**src/rtl/pay_ctrl.sv**
```systemverilog
// pay_ctrl: payment controller in front of the payment display stage.
// Define COIN_DEBOUNCE_EN to add a stability filter on each coin input.

module pay_edge #(
  parameter bit FILT_EN  = 1'b0,
  parameter int FILT_CYC = 1
) (
  input  logic clk,
  input  logic rst,
  input  logic din_i,
  output logic pulse_o
);

  logic s1_q, s2_q, lvl, prev_q, pulse_q;

  always_ff @(posedge clk or posedge rst) begin
    if (rst) begin
      s1_q <= 1'b0;
      s2_q <= 1'b0;
    end else begin
      s1_q <= din_i;
      s2_q <= s1_q;
    end
  end

  generate
    if (FILT_EN && (FILT_CYC > 0)) begin : g_filt
      logic        filt_q;
      logic [31:0] cnt_q;

      // Level only follows the input once it has held for FILT_CYC cycles.
      always_ff @(posedge clk or posedge rst) begin
        if (rst) begin
          filt_q <= 1'b0;
          cnt_q  <= 32'(FILT_CYC - 1);
        end else if (s2_q == filt_q) begin
          cnt_q  <= 32'(FILT_CYC - 1);
        end else if (cnt_q == 32'd0) begin
          filt_q <= s2_q;
          cnt_q  <= 32'(FILT_CYC - 1);
        end else begin
          cnt_q  <= cnt_q - 32'd1;
        end
      end

      assign lvl = filt_q;
    end else begin : g_raw
      assign lvl = s2_q;
    end
  endgenerate

  always_ff @(posedge clk or posedge rst) begin
    if (rst) begin
      prev_q  <= 1'b0;
      pulse_q <= 1'b0;
    end else begin
      prev_q  <= lvl;
      pulse_q <= lvl & ~prev_q;
    end
  end

  assign pulse_o = pulse_q;

endmodule

// state   | meaning
// IDLE    | waiting for start; digit outputs hold last transaction
// PAYING  | accumulating coins, display enabled, timeout running
// SUCCESS | paid >= cost, change shown for RESULT_S seconds
// REFUND  | cancelled or timed out, paid amount shown as refund
module pay_ctrl #(
  parameter int CLK_HZ    = 100000000,
  parameter int TIMEOUT_S = 30,
  parameter int RESULT_S  = 3,
  parameter int DEB_MS    = 20
) (
  input  logic       clk,
  input  logic       rst,
  input  logic       start,
  input  logic       cancel,
  input  logic       coin1,
  input  logic       coin5,
  input  logic       coin10,
  input  logic [3:0] costone_in,
  input  logic [3:0] costten_in,
  output logic [3:0] costone,
  output logic [3:0] costten,
  output logic [3:0] paidone,
  output logic [3:0] paidten,
  output logic       pay_en_n,
  output logic [3:0] changeone,
  output logic [3:0] changeten,
  output logic       done,
  output logic       refund,
  output logic       timed_out
);

  typedef enum logic [1:0] {IDLE, PAYING, SUCCESS, REFUND} state_t;

  localparam int CYC_W   = (CLK_HZ > 1) ? $clog2(CLK_HZ) : 1;
  localparam int SEC_MAX = (TIMEOUT_S > RESULT_S) ? TIMEOUT_S : RESULT_S;
  localparam int SEC_W   = (SEC_MAX > 0) ? $clog2(SEC_MAX + 1) : 1;
  localparam longint DEB_CYC_L = longint'(DEB_MS) * longint'(CLK_HZ) / 1000;
  localparam int DEB_CYC = int'(DEB_CYC_L);

`ifdef COIN_DEBOUNCE_EN
  localparam bit COIN_FILT_EN = 1'b1;
`else
  localparam bit COIN_FILT_EN = 1'b0;
`endif

  state_t             state_q, state_d;
  logic [7:0]         cost_q, cost_d;
  logic [7:0]         paid_q, paid_d, paid_nx;
  logic [7:0]         change_q, change_d;
  logic               to_q, to_d;
  logic [CYC_W-1:0]   cyc_q, cyc_d;
  logic [SEC_W-1:0]   sec_q, sec_d;
  logic               start_p, cancel_p, c1_p, c5_p, c10_p;
  logic [7:0]         coin_val;

  pay_edge #(.FILT_EN(1'b0), .FILT_CYC(1)) u_start (
    .clk(clk), .rst(rst), .din_i(start), .pulse_o(start_p));
  pay_edge #(.FILT_EN(1'b0), .FILT_CYC(1)) u_cancel (
    .clk(clk), .rst(rst), .din_i(cancel), .pulse_o(cancel_p));
  pay_edge #(.FILT_EN(COIN_FILT_EN), .FILT_CYC(DEB_CYC)) u_coin1 (
    .clk(clk), .rst(rst), .din_i(coin1), .pulse_o(c1_p));
  pay_edge #(.FILT_EN(COIN_FILT_EN), .FILT_CYC(DEB_CYC)) u_coin5 (
    .clk(clk), .rst(rst), .din_i(coin5), .pulse_o(c5_p));
  pay_edge #(.FILT_EN(COIN_FILT_EN), .FILT_CYC(DEB_CYC)) u_coin10 (
    .clk(clk), .rst(rst), .din_i(coin10), .pulse_o(c10_p));

  function automatic logic [3:0] bcd_clamp(input logic [3:0] d);
    return (d > 4'd9) ? 4'd9 : d;
  endfunction

  function automatic logic [7:0] bcd_add_sat(input logic [7:0] a, input logic [7:0] b);
    logic [4:0] o, t;
    o = {1'b0, a[3:0]} + {1'b0, b[3:0]};
    t = {1'b0, a[7:4]} + {1'b0, b[7:4]};
    if (o > 5'd9) begin
      o = o - 5'd10;
      t = t + 5'd1;
    end
    if (t > 5'd9) return 8'h99;
    return {t[3:0], o[3:0]};
  endfunction

  function automatic logic bcd_ge(input logic [7:0] a, input logic [7:0] b);
    return (a[7:4] > b[7:4]) || ((a[7:4] == b[7:4]) && (a[3:0] >= b[3:0]));
  endfunction

  // Caller guarantees a >= b, so the tens digit never underflows.
  function automatic logic [7:0] bcd_sub(input logic [7:0] a, input logic [7:0] b);
    logic [3:0] o, t;
    if (a[3:0] < b[3:0]) begin
      o = a[3:0] + 4'd10 - b[3:0];
      t = a[7:4] - b[7:4] - 4'd1;
    end else begin
      o = a[3:0] - b[3:0];
      t = a[7:4] - b[7:4];
    end
    return {t, o};
  endfunction

  assign coin_val = c10_p ? 8'h10 :
                    c5_p  ? 8'h05 :
                    c1_p  ? 8'h01 : 8'h00;

  always_comb begin
    state_d  = state_q;
    cost_d   = cost_q;
    paid_d   = paid_q;
    change_d = change_q;
    to_d     = to_q;
    paid_nx  = bcd_add_sat(paid_q, coin_val);
    if (cyc_q == CYC_W'(CLK_HZ - 1)) begin
      cyc_d = '0;
      sec_d = (sec_q == '1) ? sec_q : sec_q + SEC_W'(1);
    end else begin
      cyc_d = cyc_q + CYC_W'(1);
      sec_d = sec_q;
    end

    case (state_q)
      IDLE: begin
        cyc_d = '0;
        sec_d = '0;
        if (start_p) begin
          state_d  = PAYING;
          cost_d   = {bcd_clamp(costten_in), bcd_clamp(costone_in)};
          paid_d   = 8'h00;
          change_d = 8'h00;
          to_d     = 1'b0;
        end
      end
      PAYING: begin
        // Completion wins over cancel and timeout; the coin of a refund cycle still counts.
        if (bcd_ge(paid_q, cost_q)) begin
          state_d  = SUCCESS;
          change_d = bcd_sub(paid_q, cost_q);
        end else begin
          paid_d = paid_nx;
          if (cancel_p) begin
            state_d  = REFUND;
            change_d = paid_nx;
            to_d     = 1'b0;
          end else if (sec_q == SEC_W'(TIMEOUT_S)) begin
            state_d  = REFUND;
            change_d = paid_nx;
            to_d     = 1'b1;
          end
        end
      end
      default: begin
        if (sec_q == SEC_W'(RESULT_S)) begin
          state_d = IDLE;
          to_d    = 1'b0;
        end
      end
    endcase

    if (state_d != state_q) begin
      cyc_d = '0;
      sec_d = '0;
    end
  end

  always_ff @(posedge clk or posedge rst) begin
    if (rst) begin
      state_q  <= IDLE;
      cost_q   <= 8'h00;
      paid_q   <= 8'h00;
      change_q <= 8'h00;
      to_q     <= 1'b0;
      cyc_q    <= '0;
      sec_q    <= '0;
    end else begin
      state_q  <= state_d;
      cost_q   <= cost_d;
      paid_q   <= paid_d;
      change_q <= change_d;
      to_q     <= to_d;
      cyc_q    <= cyc_d;
      sec_q    <= sec_d;
    end
  end

  assign costten   = cost_q[7:4];
  assign costone   = cost_q[3:0];
  assign paidten   = paid_q[7:4];
  assign paidone   = paid_q[3:0];
  assign changeten = change_q[7:4];
  assign changeone = change_q[3:0];
  assign pay_en_n  = (state_q != PAYING);
  assign done      = (state_q == SUCCESS);
  assign refund    = (state_q == REFUND);
  assign timed_out = (state_q == REFUND) && to_q;

endmodule
```
**config.mk**
```make
export PLATFORM = sky130hd
export DESIGN_NAME = pay_ctrl
export DESIGN_NICKNAME = d
export VERILOG_FILES = /design/src/rtl/pay_ctrl.sv
export SDC_FILE = /design/constraint.sdc
export NUM_CORES = 1
export LEC_CHECK = 0
export ABC_AREA = 1
export BUFFER_PORTS_ARGS = -buffer_cell sky130_fd_sc_hd__buf_2
export CAP_MARGIN = 20
export CELL_PAD_IN_SITES_DETAIL_PLACEMENT = 0
export CELL_PAD_IN_SITES_GLOBAL_PLACEMENT = 1
export CORE_ASPECT_RATIO = 0.7
export CORE_MARGIN = 2
export CORE_UTILIZATION = 45
export CTS_BUF_LIST = sky130_fd_sc_hd__clkbuf_8
export DETAILED_ROUTE_END_ITERATION = 8
export PLACE_DENSITY = 0.8
export SLEW_MARGIN = 20
export SYNTH_ARGS = -nofsm -noshare
export SYNTH_HDL_FRONTEND = slang
export SYNTH_SLANG_ARGS = --single-unit
```
**constraint.sdc**
```tcl
create_clock -name clk -period 2.9 [get_ports clk]
set_input_delay 0.29 -clock clk [delete_from_list [all_inputs] [get_ports clk]]
set_output_delay 0.29 -clock clk [all_outputs]
set_load 0.005 [all_outputs]
```
After elaboration in Yosys (flattened, before gate mapping)
Cells that the tools add are included.

operators by class
  reductions and logical operators = 12
  mux-type cells = 38
  $lt $le $gt $ge = 7
  bitwise operators = 10
  equality and inequality tests = 15
  add/subtract/negate cells = 11

operators by type and width
  operator                 count
  $mux W27                 3
  $mux W8                  7
  $pmux W8 S2              2
  $mux W5                  6
  $add A27 B1 Y27 const B  1
  $eq A27 B27 Y1 const B   1
  $mux W4                  5
  $sub A4 B4 Y4            3
  $add A5 B1 Y5 const B    2
  $eq A5 B5 Y1 const B     2
  $gt A5 B4 Y1 const B     2
  $mux W2                  5
  $gt A4 B4 Y1 const B     2
  $mux W1                  7
  $reduce_and A3 Y1        2
  $reduce_bool A3 Y1       2
  $add A4 B1 Y5            1
  $add A4 B4 Y5            1
  $and A1 B1 Y1            5
  $eq A5 B2 Y1 const B     1
  $not A1 Y1               5
  $add A4 B4 Y4 const B    1
  $eq A2 B2 Y1 const B     2
  $eq A4 B4 Y1             1
  21 further kinds         24

storage, ports and cells
  flip-flop bits (word level) = 79
  input port bits = 15
  output and inout bits = 28

Depth between registers and ports, before layout
  depth in word-level cells = 13
  depth in mapped cells = 19

Hierarchy
Synthesis repeated with hierarchy kept, for this count alone.

second synthesis, totals
  cells, all modules = 583
  area, all modules = 4758.3 µm²

modules (own cells, without submodules)
  module    area each (µm²)  cells an instance  seq. area each (µm²)  instances
  pay_ctrl  4189.0           548                1476.4                1
  pay_edge  113.9            7                  100.1                 5

Worst setup path after synthesis
Ideal clock, no wire load.

  path type = register to register
  from = reg paid_q[2]
  to = reg cyc_q[11]
  path slack = 758 ps
  data required time = 2820 ps
  arrival = 2062 ps
  period minus slack after synthesis = 2142 ps
  stages on the path, launching flop included = 12
  cell sequence = dfrtp_1 ha_1 fa_1 a21oi_4 nand2_1 nand2_4 nand2_2 nand2_4 nand3_2 buf_6 buf_6 nor3_2

between the ends
  cells in the longest elaborated chain, start to end = 7

ends and longest elaborated chain
  what                    line  source
  start, declared         114   logic [7:0] paid_q, paid_d, paid_nx;
  start signal, assigned  241   paid_q <= paid_d;
  $ge A4 B4 Y1            150   return (a[7:4] > b[7:4]) || ((a[7:4] == b[7:4]) && (a[3:0] >= b[3:0]));
  $logic_and A1 B1 Y1     150
  $logic_or A1 B1 Y1      150
  $mux W2                 199   if (bcd_ge(paid_q, cost_q)) begin
  $pmux W2 S2             185   case (state_q)
  $ne A2 B2 Y1            223   if (state_d != state_q) begin
  $mux W27                223
  net cyc_d[11]           117   logic [CYC_W-1:0] cyc_q, cyc_d;
  end signal, assigned    244   cyc_q <= cyc_d;
  end, declared           117

The timed path passes the listed nets, and every way through them passes these cells.
A chain may end at the register's enable or synchronous reset.

Worst setup path in the final report
  from = reg u_coin10.pulse_q (netlist: u_coin10.pulse_o)
  to = reg change_q[6]

between the ends
  cells in the longest elaborated chain, start to end = 11
  elaborated cells on any way between the ends = 13

ends and longest elaborated chain
  what                                                   line      source
  start, declared                                        14        logic s1_q, s2_q, lvl, prev_q, pulse_q;
  start signal, assigned                                 58        pulse_q <= lvl & ~prev_q;
  $mux W5 (*)                                            166       assign coin_val = c10_p ? 8'h10 :
  $add A4 B1 Y5 / $add A4 B4 Y5 (equally long branches)  140, 139
  $add A5 B1 Y5 / $gt A5 B4 Y1 (equally long branches)   143, 141
  $mux W5 (*)                                            141       if (o > 5'd9) begin
  $gt A5 B4 Y1                                           145       if (t > 5'd9) return 8'h99;
  $mux W1                                                145
  $mux W8 (*)                                            146       return {t[3:0], o[3:0]};
  $mux W8                                                208       end else if (sec_q == SEC_W'(TIMEOUT_S)) begin
  $mux W8 (*)                                            204       if (cancel_p) begin
  $mux W8 (*)                                            199
  $pmux W8 S2 (*)                                        185
  end signal, assigned                                   242       change_q <= change_d;
  end, declared                                          115       logic [7:0] change_q, change_d;

Mark *: on every way between the ends. The rest lies on a longest branch, timed or not. The select of a mux whose other input is x is not followed.

==> results.ini <==
[worst_setup_path]
r2r_cells = 15
slowest_delay_ps = 410
crit_required_ps = 3200
path_common_cell = nand2_1
worstReg2RegStart = u_coin10.pulse_o
critical-path-slowest-cell = dfrtp_1
cp.depth = 15
worstSetupEndpointType = register
r2r_slack_ps = 410
cp_max_fo = 7
cp_data_arrival_time_ps = 2800
crit_chain = nor2_1 -> ha_1 -> nand3_1 -> nand2_1 -> nand2_1 -> nand2_1 -> o21ai_4 -> nand2_1 -> nand2_1 -> nand2_1 -> inv_2 -> nand3_1 -> nand2_1 -> nand3_1 -> nand2_1
crit_path_start_kind = register
r2r_end = change_q[6]
cp_top_family = simple AND/OR/NAND/NOR gates
crit_type = reg2reg
cp_num_buf_inv = 1

[logic_synthesis]
async_reset_ff_share_pct = 100
synthFlopType = dfrtp_1
syn_nets = 585
syn-mean-instance-area_um2 = 8.48
synth_cells = 544
syn_area_mm2 = 0.00461
synth-edff-count = 0
synth-warning-count = 0
yosysSeqAreaShare_pct = 42.9
ys_ff_latch = 79
synth_cell_types = 44

[drt]
initialDrtViolationCount = 278
first_pass_iters = 5
via_per_inst = 5.27
postRouteAntennaNets = 0
wl_um = 11600
vias = 3870
remaining_drc_errors = 0
wl_per_cell_um = 15.8

[job]
max_cap_violations = 0

[timing]
fmaxAchievable_mhz = 401
relSlewSlack_pct = 48.1
fin_crit_ps = 2490
fin_skew_ps = 10.5
worstMarginPinSlew_ps = 778
whs_ps = 34.7
setup_viol = 0
finalHoldViolCount = 0
min_period_over_period_pct = 86.0
maxSlewViolCount = 0
rsz0062_at_grt = no
fin_setup_tns_ps = 0

[finish]
antenna-diode-count = 0
syn2layout_area_growth_pct = 14.2
fill_cells = 935
mostFrequentLayoutCells = nand2_1 (109), dfrtp_1 (79), inv_1 (69)
drive_above_1_share_pct = 19.4
final_common_cell = nand2_1
nets = 643

[placement]
place_congestion = 0.876
dp_hpwl_um = 8730
portBuffers = 42

[floorplan]
die_area_mm2 = 0.0111
io_pins = 43
die_w_um = 125
die_y_um = 88.7
start_util_pct = 46.9
rows = 30
design.core.area_mm2 = 0.00983

[clocking]
postCtsHoldBufs = 0
cts_tree = built
cts_root_buffer = clkbuf_8
cts.sinks = 79
cts-buffers-inserted = 9
post-cts-setup-buffers = 0
clk_pin_slew_worst_paths_ps = 100
clk_latency_ps = 360
htreeDepth = 3
ctsResizeCount = 0
clockBufferDepth = 2

[grt]
grt_pass1_vias = 3602
grt_overflow_total = 0
grt_max_degree = 44
grt_pass1_wl_um = 19100
antenna_found_initial = 0
grt_usage_pct = 22.3

[hold_path]
min_path_type = in2async

[pwr]
ir_drop_uv = 632
power_w = 0.00476
cellLeakagePower_nw = 2.65
power_density_mw_per_mm2 = 903

[status]
status = finished clean

[Yosys cell counts, types with 2 or more instances]
library cell	number	share of area [%]
nand2_1	109	8.9
dfrtp_1	79	43
inv_1	70	5.7
nor2_1	47	3.8
nand3_1	30	3.3
ha_1	22	6.0
o21ai_0	20	2.2
nor3_1	17	1.8
xor2_1	17	3.2
a21oi_1	16	1.7
inv_2	13	1.1
nand4_1	13	1.8
nor3_2	8	1.7
nand2_2	7	0.95
nor4_1	7	0.95
xnor2_1	6	1.1
nor4_2	5	1.4
o211ai_1	5	0.81
o21ai_1	5	0.54
o22ai_1	5	0.68
fa_1	4	1.7
nor2_2	4	0.54
a211oi_2	3	0.81
a31oi_1	3	0.41
nor3b_1	3	0.49
a21oi_2	2	0.38
buf_2	2	0.22
buf_6	2	0.49
nand2_4	2	0.49
nor2_4	2	0.49
o21bai_1	2	0.33
or2_2	2	0.27
[where the power goes]
part / leakage [nW] / switching [W] / internal, W / total, W
Clock: 0.108 / 0.000474 / 0.000419 / 0.000893
Sequential: 1.03 / 0.000205 / 0.00131 / 0.00151
Combinational: 1.52 / 0.00148 / 0.000872 / 0.00235
[how the worst max path moves through the flow]
stage	start	end	slack (ps)
final	u_coin10.pulse_o	change_q[6]	410
after global routing	u_coin5.pulse_o	change_q[6]	180
after CTS	u_coin5.pulse_o	change_q[6]	460
after detailed placement	paid_q[2]	paid_q[2]	480
after global placement	paid_q[4]	change_q[4]	510
after floorplan	rst	change_q[0]	590
[layout make-up]
class | instances | area, um2 | area share, %
tap | 128 | 160 | 3.04
multi-input combinational | 378 | 2290 | 43.5
clock inverter | 7 | 87.6 | 1.66
sequential | 79 | 1980 | 37.5
timing repair buffer | 51 | 315 | 5.99
clock buffer | 9 | 124 | 2.35
inverter | 83 | 313 | 5.94
[kinds of logic after synthesis]
logic type / count (synthesis) / synth area share, %
adder cells (fa/ha/maj): 26 / 7.70
buffers and inverters: 87 / 7.46
XOR/XNOR: 23 / 4.37
AND/OR/NAND/NOR: 262 / 28.3
AO/OA/AOI/OAI: 66 / 9.09
flip-flops: 79 / 42.9
multiplexers: 1 / 0.217
[registers in the layout (all words and copies together), names as in the netlist, 2 cells and up]
signal and flops:
paid_q 8, change_q 8, sec_q 5, cost_q 8
state_q 2, cyc_q 27
[metal layers]
| metal | vias to the layer above | share of wire, % | GRT usage, % | wire length (um) |
|---|---|---|---|---|
| li1 | 1905 | - | - | - |
| met1 | 1832 | 53 | 35.7 | 6160 |
| met5 | - | 0 | 0 | 0 |
| met4 | 0 | 0.71 | 4.55 | 82 |
| met2 | 126 | 39 | 30.7 | 4500 |
| met3 | 7 | 7.3 | 4.90 | 846 |
[metrics by stage]
step | cells | util [%] | setup WS, ps | cell area, um2
2_1_floorplan | 544 | - | 587 | 4610
3_3_place_gp | 714 | 50.9 | 509 | 5010
3_5_place_dp | 714 | 50.9 | 476 | 5010
4_1_cts | 730 | 53.1 | 457 | 5220
5_1_grt | 735 | 53.6 | 181 | 5270
6_report | 735 | 53.6 | 405 | 5270
Power figures use the tool's default switching activity.
